## src/rtl/clk_div_multi_pkg.sv

```systemverilog
// Shared constants for the multi-channel clock-enable generator.
// Reset half-periods assume a 20 MHz system clock.
package clk_div_multi_pkg;

  localparam int CNT_W_DEF = 25;

  localparam int HP_20KHZ = 500;
  localparam int HP_1KHZ  = 10000;
  localparam int HP_60HZ  = 166667;
  localparam int HP_1HZ   = 10000000;

  function automatic int ch_w(input int n);
    return (n <= 2) ? 1 : $clog2(n);
  endfunction

endpackage

```

## src/rtl/clk_div_multi_chan.sv

```systemverilog
// One divider channel: half-period counter, tick strobe, 50 % clk_out
// and a single-entry pending half-period applied at terminal count.
module clk_div_multi_chan
  import clk_div_multi_pkg::*;
#(
  parameter int               CNT_W   = CNT_W_DEF,
  parameter logic [CNT_W-1:0] HP_INIT = CNT_W'(HP_20KHZ)
) (
  input  logic             clk,
  input  logic             rst_n,
  input  logic             en,
  input  logic             sync,
  input  logic             ld_now,
  input  logic             ld_def,
  input  logic [CNT_W-1:0] ld_hp,
  output logic             tick,
  output logic             clk_out,
  output logic             pend
);

  logic [CNT_W-1:0] cnt_q, cnt_d;
  logic [CNT_W-1:0] hp_q, hp_d;
  logic [CNT_W-1:0] pend_hp_q, pend_hp_d;
  logic             clk_out_q, clk_out_d;
  logic             tick_q, tick_d;
  logic             pend_q, pend_d;
  logic             terminal;

  always_ff @(posedge clk) begin
    if (!rst_n) begin
      cnt_q     <= '0;
      hp_q      <= HP_INIT;
      pend_hp_q <= '0;
      clk_out_q <= 1'b0;
      tick_q    <= 1'b0;
      pend_q    <= 1'b0;
    end else begin
      cnt_q     <= cnt_d;
      hp_q      <= hp_d;
      pend_hp_q <= pend_hp_d;
      clk_out_q <= clk_out_d;
      tick_q    <= tick_d;
      pend_q    <= pend_d;
    end
  end

  always_comb begin
    cnt_d     = cnt_q;
    hp_d      = hp_q;
    pend_hp_d = pend_hp_q;
    clk_out_d = clk_out_q;
    tick_d    = 1'b0;
    pend_d    = pend_q;
    // hp == 0 is excluded here so hp - 1 never wraps into a live compare
    terminal  = (hp_q != '0) && (cnt_q == hp_q - CNT_W'(1));

    if (sync) begin
      cnt_d     = '0;
      clk_out_d = 1'b0;
      if (pend_q) begin
        hp_d   = pend_hp_q;
        pend_d = 1'b0;
      end
    end else if (hp_q == '0) begin
      cnt_d     = '0;
      clk_out_d = 1'b0;
      if (pend_q) begin
        hp_d   = pend_hp_q;
        pend_d = 1'b0;
      end
    end else if (en) begin
      if (terminal) begin
        cnt_d     = '0;
        tick_d    = 1'b1;
        clk_out_d = ~clk_out_q;
        if (pend_q) begin
          hp_d   = pend_hp_q;
          pend_d = 1'b0;
        end
      end else begin
        cnt_d = cnt_q + CNT_W'(1);
      end
    end

    // Config loads land after sync so an immediate load wins for this channel
    // and a deferred load issued alongside sync is kept pending.
    if (ld_now) begin
      hp_d      = ld_hp;
      cnt_d     = '0;
      clk_out_d = 1'b0;
      tick_d    = 1'b0;
      pend_d    = 1'b0;
    end
    if (ld_def) begin
      pend_d    = 1'b1;
      pend_hp_d = ld_hp;
    end
  end

  assign tick    = tick_q;
  assign clk_out = clk_out_q;
  assign pend    = pend_q;

endmodule

```

## src/rtl/clk_div_multi.sv

```systemverilog
// Multi-channel clock-enable generator: NUM_CH dividers off the 20 MHz clock
// with a valid/ready reprogramming port shared by all channels.
module clk_div_multi
  import clk_div_multi_pkg::*;
#(
  parameter int                      NUM_CH   = 4,
  parameter int                      CNT_W    = CNT_W_DEF,
  parameter logic [NUM_CH*CNT_W-1:0] DIV_INIT = {CNT_W'(HP_1HZ), CNT_W'(HP_60HZ),
                                                 CNT_W'(HP_1KHZ), CNT_W'(HP_20KHZ)},
  localparam int                     CH_W     = ch_w(NUM_CH)
) (
  input  logic              clk_20MHz,
  input  logic              rst_n,
  input  logic [NUM_CH-1:0] en,
  input  logic              sync,
  input  logic              cfg_valid,
  output logic              cfg_ready,
  input  logic [CH_W-1:0]   cfg_ch,
  input  logic [CNT_W-1:0]  cfg_hp,
  input  logic              cfg_now,
  output logic              cfg_err,
  output logic [NUM_CH-1:0] tick,
  output logic [NUM_CH-1:0] clk_out
);

  logic [NUM_CH-1:0] pend;
  logic [NUM_CH-1:0] ld_now;
  logic [NUM_CH-1:0] ld_def;
  logic              cfg_in_range;
  logic              cfg_fire;
  logic              cfg_err_q, cfg_err_d;

  always_comb begin
    cfg_in_range = (32'(cfg_ch) < 32'(NUM_CH));
    cfg_ready    = 1'b1;
    ld_now       = '0;
    ld_def       = '0;
    for (int i = 0; i < NUM_CH; i++) begin
      if (cfg_in_range && (cfg_ch == CH_W'(i))) begin
        cfg_ready = ~pend[i];
      end
    end
    cfg_fire = cfg_valid & cfg_ready;
    for (int i = 0; i < NUM_CH; i++) begin
      if (cfg_fire && cfg_in_range && (cfg_ch == CH_W'(i))) begin
        ld_now[i] = cfg_now;
        ld_def[i] = ~cfg_now;
      end
    end
    cfg_err_d = cfg_fire & ~cfg_in_range;
  end

  always_ff @(posedge clk_20MHz) begin
    if (!rst_n) begin
      cfg_err_q <= 1'b0;
    end else begin
      cfg_err_q <= cfg_err_d;
    end
  end

  assign cfg_err = cfg_err_q;

  for (genvar i = 0; i < NUM_CH; i++) begin : g_ch
    clk_div_multi_chan #(
      .CNT_W   (CNT_W),
      .HP_INIT (DIV_INIT[i*CNT_W +: CNT_W])
    ) u_chan (
      .clk     (clk_20MHz),
      .rst_n   (rst_n),
      .en      (en[i]),
      .sync    (sync),
      .ld_now  (ld_now[i]),
      .ld_def  (ld_def[i]),
      .ld_hp   (cfg_hp),
      .tick    (tick[i]),
      .clk_out (clk_out[i]),
      .pend    (pend[i])
    );
  end

endmodule

```

## config.mk

```make
export PLATFORM = sky130hd
export DESIGN_NAME = clk_div_multi
export DESIGN_NICKNAME = d
export VERILOG_FILES = /design/src/rtl/clk_div_multi_pkg.sv /design/src/rtl/clk_div_multi_chan.sv /design/src/rtl/clk_div_multi.sv
export SDC_FILE = /design/constraint.sdc
export NUM_CORES = 1
export LEC_CHECK = 0
export ABC_AREA = 0
export BUFFER_PORTS_ARGS = -buffer_cell sky130_fd_sc_hd__buf_2
export CAP_MARGIN = 20
export CORE_ASPECT_RATIO = 1.2
export CORE_UTILIZATION = 64
export CTS_CLUSTER_SIZE = 12
export DETAILED_ROUTE_END_ITERATION = 6
export GPL_TIMING_DRIVEN = 0
export PLACE_DENSITY = 0.79
export SLEW_MARGIN = 10
export SYNTH_ARGS = -nofsm -noshare
export SYNTH_HDL_FRONTEND = slang
export SYNTH_HIERARCHICAL = 1
export SYNTH_SLANG_ARGS = --single-unit
```

## constraint.sdc

```tcl
create_clock -name clk_20MHz -period 5.1 [get_ports clk_20MHz]
set_clock_uncertainty 0.05 [all_clocks]
set_input_delay 0.255 -clock clk_20MHz [delete_from_list [all_inputs] [get_ports clk_20MHz]]
set_output_delay 0.255 -clock clk_20MHz [all_outputs]
set_load 0.01 [all_outputs]
```

==> results of run 1 <==
==> flip-flops by register name, indices dropped and copies added (netlist names) <==
register / cells
g_ch.u_chan/hp_q: 100
g_ch.u_chan/tick: 4
g_ch.u_chan/clk_out: 4
g_ch.u_chan/pend: 4
g_ch.u_chan/pend_hp_q: 100
g_ch.u_chan/cnt_q: 100
==> critical path, cell delays in order, from the launching register on <==
cell and delay [ns]:
dfxtp_1 0.36, inv_1 0.12, ha_1 0.24, nor3b_1 0.57, nand4b_1 0.43, nor4_1 0.35
xnor2_1 0.14, or4_1 0.57, nor4_1 0.32, nor2_1 0.23, buf_6 0.22, mux2_4 0.30
==> layer usage <==
metal | vias to the layer above | global-route usage, % | part of all wire, %
li1 | 7731 | - | -
met1 | 7499 | 40.14 | 42
met2 | 416 | 57.93 | 49
met3 | 127 | 4.032 | 4.5
met4 | 4 | 15.84 | 4.7
met5 | - | 0 | 0.048
==> power breakdown <==
part           total [mW]  internal [mW]  switching [mW]
Sequential           2.52           2.48          0.0381
Clock                2.42           1.47           0.954
Combinational       0.483          0.179           0.304
Total                5.42           4.13            1.30
==> cells by family after synthesis <==
group	Yosys count	synth area share, %
xor+xnor	212	10.18
fa+ha+maj	12	0.8230
buf+inv	192	4.801
compound gates	304	12.53
other cells	1	0.02055
simple gates	926	27.66
flops	312	34.24
mux	172	9.752
==> through the flow <==
stage,util [%],hold slack (ns),instances
final,71.58,0.04608,2610
after detailed placement,67.62,0.4254,2553
after CTS,71.56,0.02717,2609
after global placement,67.62,0.4151,2553
after floorplan,-,0.3095,2131
after global routing,71.58,0.04149,2610
==> area by class of cell <==
type | count | area [um^2] | area share (%)
Buffer | 135 | 661.9 | 3.303
Clock buffer | 51 | 1018 | 5.082
Clock inverter | 3 | 65.06 | 0.3246
Inverter | 57 | 214.0 | 1.068
Multi-Input combinational cell | 1627 | 11120 | 55.49
Sequential cell | 312 | 6246 | 31.16
Tap cell | 379 | 474.2 | 2.366
Timing Repair Buffer | 46 | 240.2 | 1.199
==> path summary, 6_finish.rpt <==
check / startpoint / end / slack [ns] / depth (start not counted)
setup / recovery: g_ch[2].u_chan/hp_q[0] / g_ch[2].u_chan/hp_q[17] / 1.07 / 11
hold reg to reg: g_ch[0].u_chan/clk_out / g_ch[0].u_chan/clk_out / 0.44 / 2
setup reg to reg: g_ch[2].u_chan/hp_q[0] / g_ch[2].u_chan/hp_q[17] / 1.07 / 11
hold / removal: en[3] / g_ch[3].u_chan/cnt_q[0] / 0.05 / 3
==> what timing repair did <==
action,4_1_cts,5_1_grt
setup buffers,0,0
hold buffers,2,0
hold endpoints to repair,2,0
==> cell usage in the layout, fill, tap and decap left out, types with 11 or more instances in the layout <==
cell       Yosys  layout
a211oi_1      13      13
a21oi_1       61      61
a32o_1        40      40
a32oi_1       11      11
and3_1        17      17
and4_1        13      13
buf_2         22      65
buf_6         15      15
clkbuf_1      88      98
clkbuf_16      0      37
dfxtp_1      312     312
ha_1          12      12
inv_1         55      55
mux2_2        24      24
mux2i_1      144     144
nand2_1      238     238
nand2b_1      21      21
nand3_1       47      47
nand3b_1      16      16
nand4_1       38      38
nor2_1       171     171
nor2_2        20      20
nor2b_1      118     118
nor3_1        66      66
nor3b_1       11      11
nor4_1        36      36
o21ai_0       55      55
o2bb2ai_1     13      13
or3_1         13      13
or4_1         23      23
xnor2_1      135     135
xor2_1        77      77
==> flow_metrics.env, run 1 <==
export IMPL_grtUsageTotal_pct=33.19
export IMPL_ys_types=94
export IMPL_clockRootBuffer="clkbuf_16"
export IMPL_cp_required_ns=5.45
export IMPL_worst_slew_pin_slew_ns=0.8958
export IMPL_die_w_um=156.1
export IMPL_path_max_fanout=10
export IMPL_drtPass1Iterations=5
export IMPL_place_ws_ns=1.090
export IMPL_grt_start_max_net_pins=13
export IMPL_yosys_area_top_type="dfxtp_1"
export IMPL_placementRows=67
export IMPL_yosysSeqAreaShare_pct=34.24
export IMPL_post_route_drc_count=0
export IMPL_fmax_ghz=0.2483
export IMPL_tns_ns=0
export IMPL_syn_inst=2131
export IMPL_p_total_mw=5.422
export IMPL_gp_congestion=0.9461
export IMPL_syn2layout_area_growth_pct=9.855
export IMPL_place_area_um2=18930
export IMPL_max_slew_margin_pct=39.73
export IMPL_clk_pin_slew_ns=0.06
export IMPL_finalCriticalPeriod_ns=4.028
export IMPL_drtIter0Drc=1004
export IMPL_cp_arrival_ns=4.38
export IMPL_vias_per_cell=6.045
export IMPL_timing_final_crit_share_pct=78.98
export IMPL_drive_above_1_share_pct=10.53
export IMPL_slew_viol_final=0
export IMPL_powerDensity_nw_per_um2=270.5
export IMPL_syn_nets=2179
export IMPL_cts_htree_levels=2
export IMPL_grt_pass1_vias=15280
export IMPL_cp_start_kind="flip-flop"
export IMPL_insertion_delay_ns=0.52
export IMPL_synth_edf_count=0
export IMPL_num_nets_final=2261
export IMPL_core_um2=28000
export IMPL_grt_pass1_wl_mm=78.16
export IMPL_fillers=2267
export IMPL_synth_flop_cell="dfxtp_1"
export IMPL_wl_per_cell_um=18.55
export IMPL_antenna_cells=0
export IMPL_synth_area_top_cells="dfxtp_1, mux2i_1, xnor2_1"
export IMPL_drt_total_wl_mm=48.42
export IMPL_synth_most_common_cell="dfxtp_1"
export IMPL_setup_violations_final=0
export IMPL_cts_resized_gates=0
export IMPL_power_leakage_nw=6.689
export IMPL_cts_tree="yes"
export IMPL_numPortBuffers=43
export IMPL_finalHoldViolations=0
export IMPL_die_h_um=187.0
export IMPL_maxCapViolCount=0
export IMPL_netlist_area_leader_share_pct=34.24
export IMPL_antenna_found_initial=2
export IMPL_async_flop_share_pct=0
export IMPL_ys_seq_elements=312
export IMPL_ys_warnings_count=6
export IMPL_io_pins=46
export IMPL_vias=15780
export IMPL_hpwl_mm=35.87
export IMPL_grt_setup_unrepaired="no"
export IMPL_start_util_pct=65.16
export IMPL_die_area_um2=29190
export IMPL_syn_cell_area_um2=18240
export IMPL_ctsLongestPathBuffers=3
export IMPL_fin_ws_ns=1.072
export IMPL_cts_inserted_buffers=34
export IMPL_synth_common_cells="dfxtp_1, nand2_1, nor2_1"
export IMPL_cp_end_kind="flip-flop"
export IMPL_outcome="finished clean"
export IMPL_syn_avg_cell_area_um2=8.561
export IMPL_cts_sinks=312
export IMPL_finalInstanceArea_um2=20040
export IMPL_antenna_left=0
export IMPL_overflow=0
export IMPL_critical_path_class="flip-flop to flip-flop"
export IMPL_irDropWorstVdd_uv=291.8
export IMPL_hp_class="primary input to flip-flop"
Power figures use the tool's default switching activity.
==> run 2, diff against run 1 <==
Settings changed: CORE_UTILIZATION 64 to 57, PLACE_DENSITY 0.79 to 0.75.
Clock period 5.1 ns to 3.6 ns, I/O delays scaled along.
==> run 2 against run 1 <==
  * The flow now finishes with violations (DRC)
  * Routed wire length rose by 1.5%
  * Cell area is 2.2% higher
  * Largest cell class unchanged
  * Non-clock buffer count rose by 17
  * Setup slack got worse by 1.0 ns
  * Power up 42%
==> flow_metrics.env, run 2 (synthesis results as in run 1) <==
export IMPL_grtUsageTotal_pct=30.05
export IMPL_fin_ws_ns=0.04386
export IMPL_critical_path_class="flip-flop to flip-flop"
export IMPL_final_core_util_pct=65.14
export IMPL_antenna_found_initial=3
export IMPL_hp_class="primary input to flip-flop"
export IMPL_tns_ns=0
export IMPL_num_nets_final=2278
export IMPL_insertion_delay_ns=0.53
export IMPL_mostFrequentLayoutCell="dfxtp_1"
export IMPL_finalInstanceArea_um2=20480
export IMPL_grt_setup_unrepaired="yes"
export IMPL_ctsLongestPathBuffers=3
export IMPL_die_area_um2=32730
export IMPL_gp_congestion=0.9770
export IMPL_cts_tree="yes"
export IMPL_numPortBuffers=43
export IMPL_start_util_pct=58.01
export IMPL_die_h_um=198.0
export IMPL_clockRootBuffer="clkbuf_16"
export IMPL_path_cells="inv_4, ha_4, or3b_4, or4_4, a2111oi_4, nand3_2, or4_4, or4_4, o21ai_4, buf_12, buf_12, nor2_4"
export IMPL_clk_pin_slew_ns=0.06
export IMPL_core_um2=31450
export IMPL_worst_hold_startpoint="cfg_hp[17]"
export IMPL_io_pins=46
export IMPL_p_total_mw=7.706
export IMPL_stdcell_count=2650
export IMPL_crit_slowest_cell="or4_4"
export IMPL_drtIter0Drc=905
export IMPL_vias=15810
export IMPL_drive_above_1_share_pct=12.60
export IMPL_die_w_um=165.3
export IMPL_violations="DRC"
export IMPL_place_area_um2=18960
export IMPL_drt_total_wl_mm=49.15
export IMPL_max_slew_margin_pct=38.94
export IMPL_fmax_ghz=0.2812
export IMPL_dp_cells=2575
export IMPL_final_cell_mix="dfxtp_1, nand2_1, nor2_1, mux2i_1, xnor2_1"
export IMPL_grt_pass1_vias=15180
export IMPL_finalHoldViolations=0
export IMPL_slowest_delay_ns=0.53
export IMPL_timing_rr_start="g_ch[2].u_chan/hp_q[0]"
export IMPL_setup_violations_final=0
export IMPL_path_common_cell="or4_4"
export IMPL_placementRows=71
export IMPL_cts_sinks=312
export IMPL_cp_end_kind="flip-flop"
export IMPL_overflow=0
export IMPL_wl_per_cell_um=18.55
export IMPL_worst_slew_pin_slew_ns=0.9075
export IMPL_finalCriticalPeriod_ns=3.556
export IMPL_grt_pass1_wl_mm=78.16
export IMPL_cp_start_kind="flip-flop"
export IMPL_largestRegisters="g_ch.u_chan/cnt_q (100), g_ch.u_chan/hp_q (100), g_ch.u_chan/pend_hp_q (100)"
export IMPL_drtPass1Iterations=7
export IMPL_place_ws_ns=-0.3766
export IMPL_path_max_fanout=5
export IMPL_outcome="finished, violations left"
export IMPL_power_leakage_nw=6.813
export IMPL_hpwl_mm=36.38
export IMPL_powerDensity_nw_per_um2=376.2
export IMPL_slew_viol_final=0
export IMPL_syn2layout_area_growth_pct=12.28
export IMPL_vias_per_cell=5.968
export IMPL_maxCapViolCount=0
export IMPL_cts_inserted_buffers=34
export IMPL_cp_arrival_ns=3.92
export IMPL_irDropWorstVdd_uv=328.8
export IMPL_timing_hold_ws_ns=0.03971
export IMPL_post_route_drc_count=4
export IMPL_timing_final_crit_share_pct=98.78
export IMPL_grt_start_max_net_pins=13
export IMPL_fillers=2719
export IMPL_cts_htree_levels=2
export IMPL_cp_required_ns=3.96
export IMPL_antenna_left=0
export IMPL_cp_startpoint="g_ch[2].u_chan/hp_q[0]"
run 2: changes by cell type in the layout (fill, tap and decap cells not counted), moves of 4 or more:
cell	change
clkbuf_1	-8
nor2_1	-4
nor2_4	+11
nor4_2	+5
buf_4	+14
nor2_2	-7
nor4_1	-8
run 2: area by class of cell:
cell class / count / area [um^2] / area share, %
antenna: 3 / 7.507 / 0.03665
buffer: 135 / 689.4 / 3.366
clock buffer: 45 / 973.4 / 4.752
clock inverter: 7 / 88.84 / 0.4337
inverter: 57 / 219.0 / 1.069
multi-input combinational: 1627 / 11340 / 55.34
sequential: 312 / 6254 / 30.53
tap: 401 / 501.7 / 2.449
timing repair buffer: 63 / 414.1 / 2.022
run 2: report_power, final:
part / switching [mW] / total (mW) / internal [mW]
registers: 0.0550 / 3.56 / 3.51
logic: 0.443 / 0.721 / 0.278
clock network: 1.40 / 3.42 / 2.03
total: 1.90 / 7.71 / 5.81
run 2: routing by layer:
metal / GRT usage (%) / wire (um) / vias up
met5: 0 / 0 / -
met2: 52.43 / 23830 / 409
li1: - / - / 7757
met1: 35.85 / 20740 / 7518
met3: 4.294 / 2150 / 130
met4: 14.41 / 2429 / 0
run 2: worst max-delay path: cells and delay by family (launching register included):
| kind | cells | cell delay (ns) |
|---|---|---|
| adder cells (fa/ha/maj) | 1 | 0.12 |
| buffers and inverters | 3 | 0.36 |
| flip-flops | 1 | 0.36 |
| AO/OA/AOI/OAI | 2 | 0.55 |
| AND/OR/NAND/NOR | 6 | 1.98 |
run 2: final timing paths:
check                                  to  slack (ns)  depth (start not counted)
min          g_ch[0].u_chan/pend_hp_q[17]        0.04                          3
min reg2reg        g_ch[0].u_chan/clk_out        0.44                          2
max               g_ch[2].u_chan/cnt_q[3]        0.04                         12
max reg2reg       g_ch[2].u_chan/cnt_q[3]        0.04                         12
run 2: timing repair:
| item | 4_1_cts | 5_1_grt |
|---|---|---|
| hold buffers | 3 | 0 |
| buffers inserted | 11 | 5 |
| pin swaps | 7 | 18 |
| setup endpoints to repair | 106 | 166 |
| gates cloned | 1 | 1 |
| hold endpoints to repair | 9 | 0 |
| gates resized for setup | 22 | 42 |
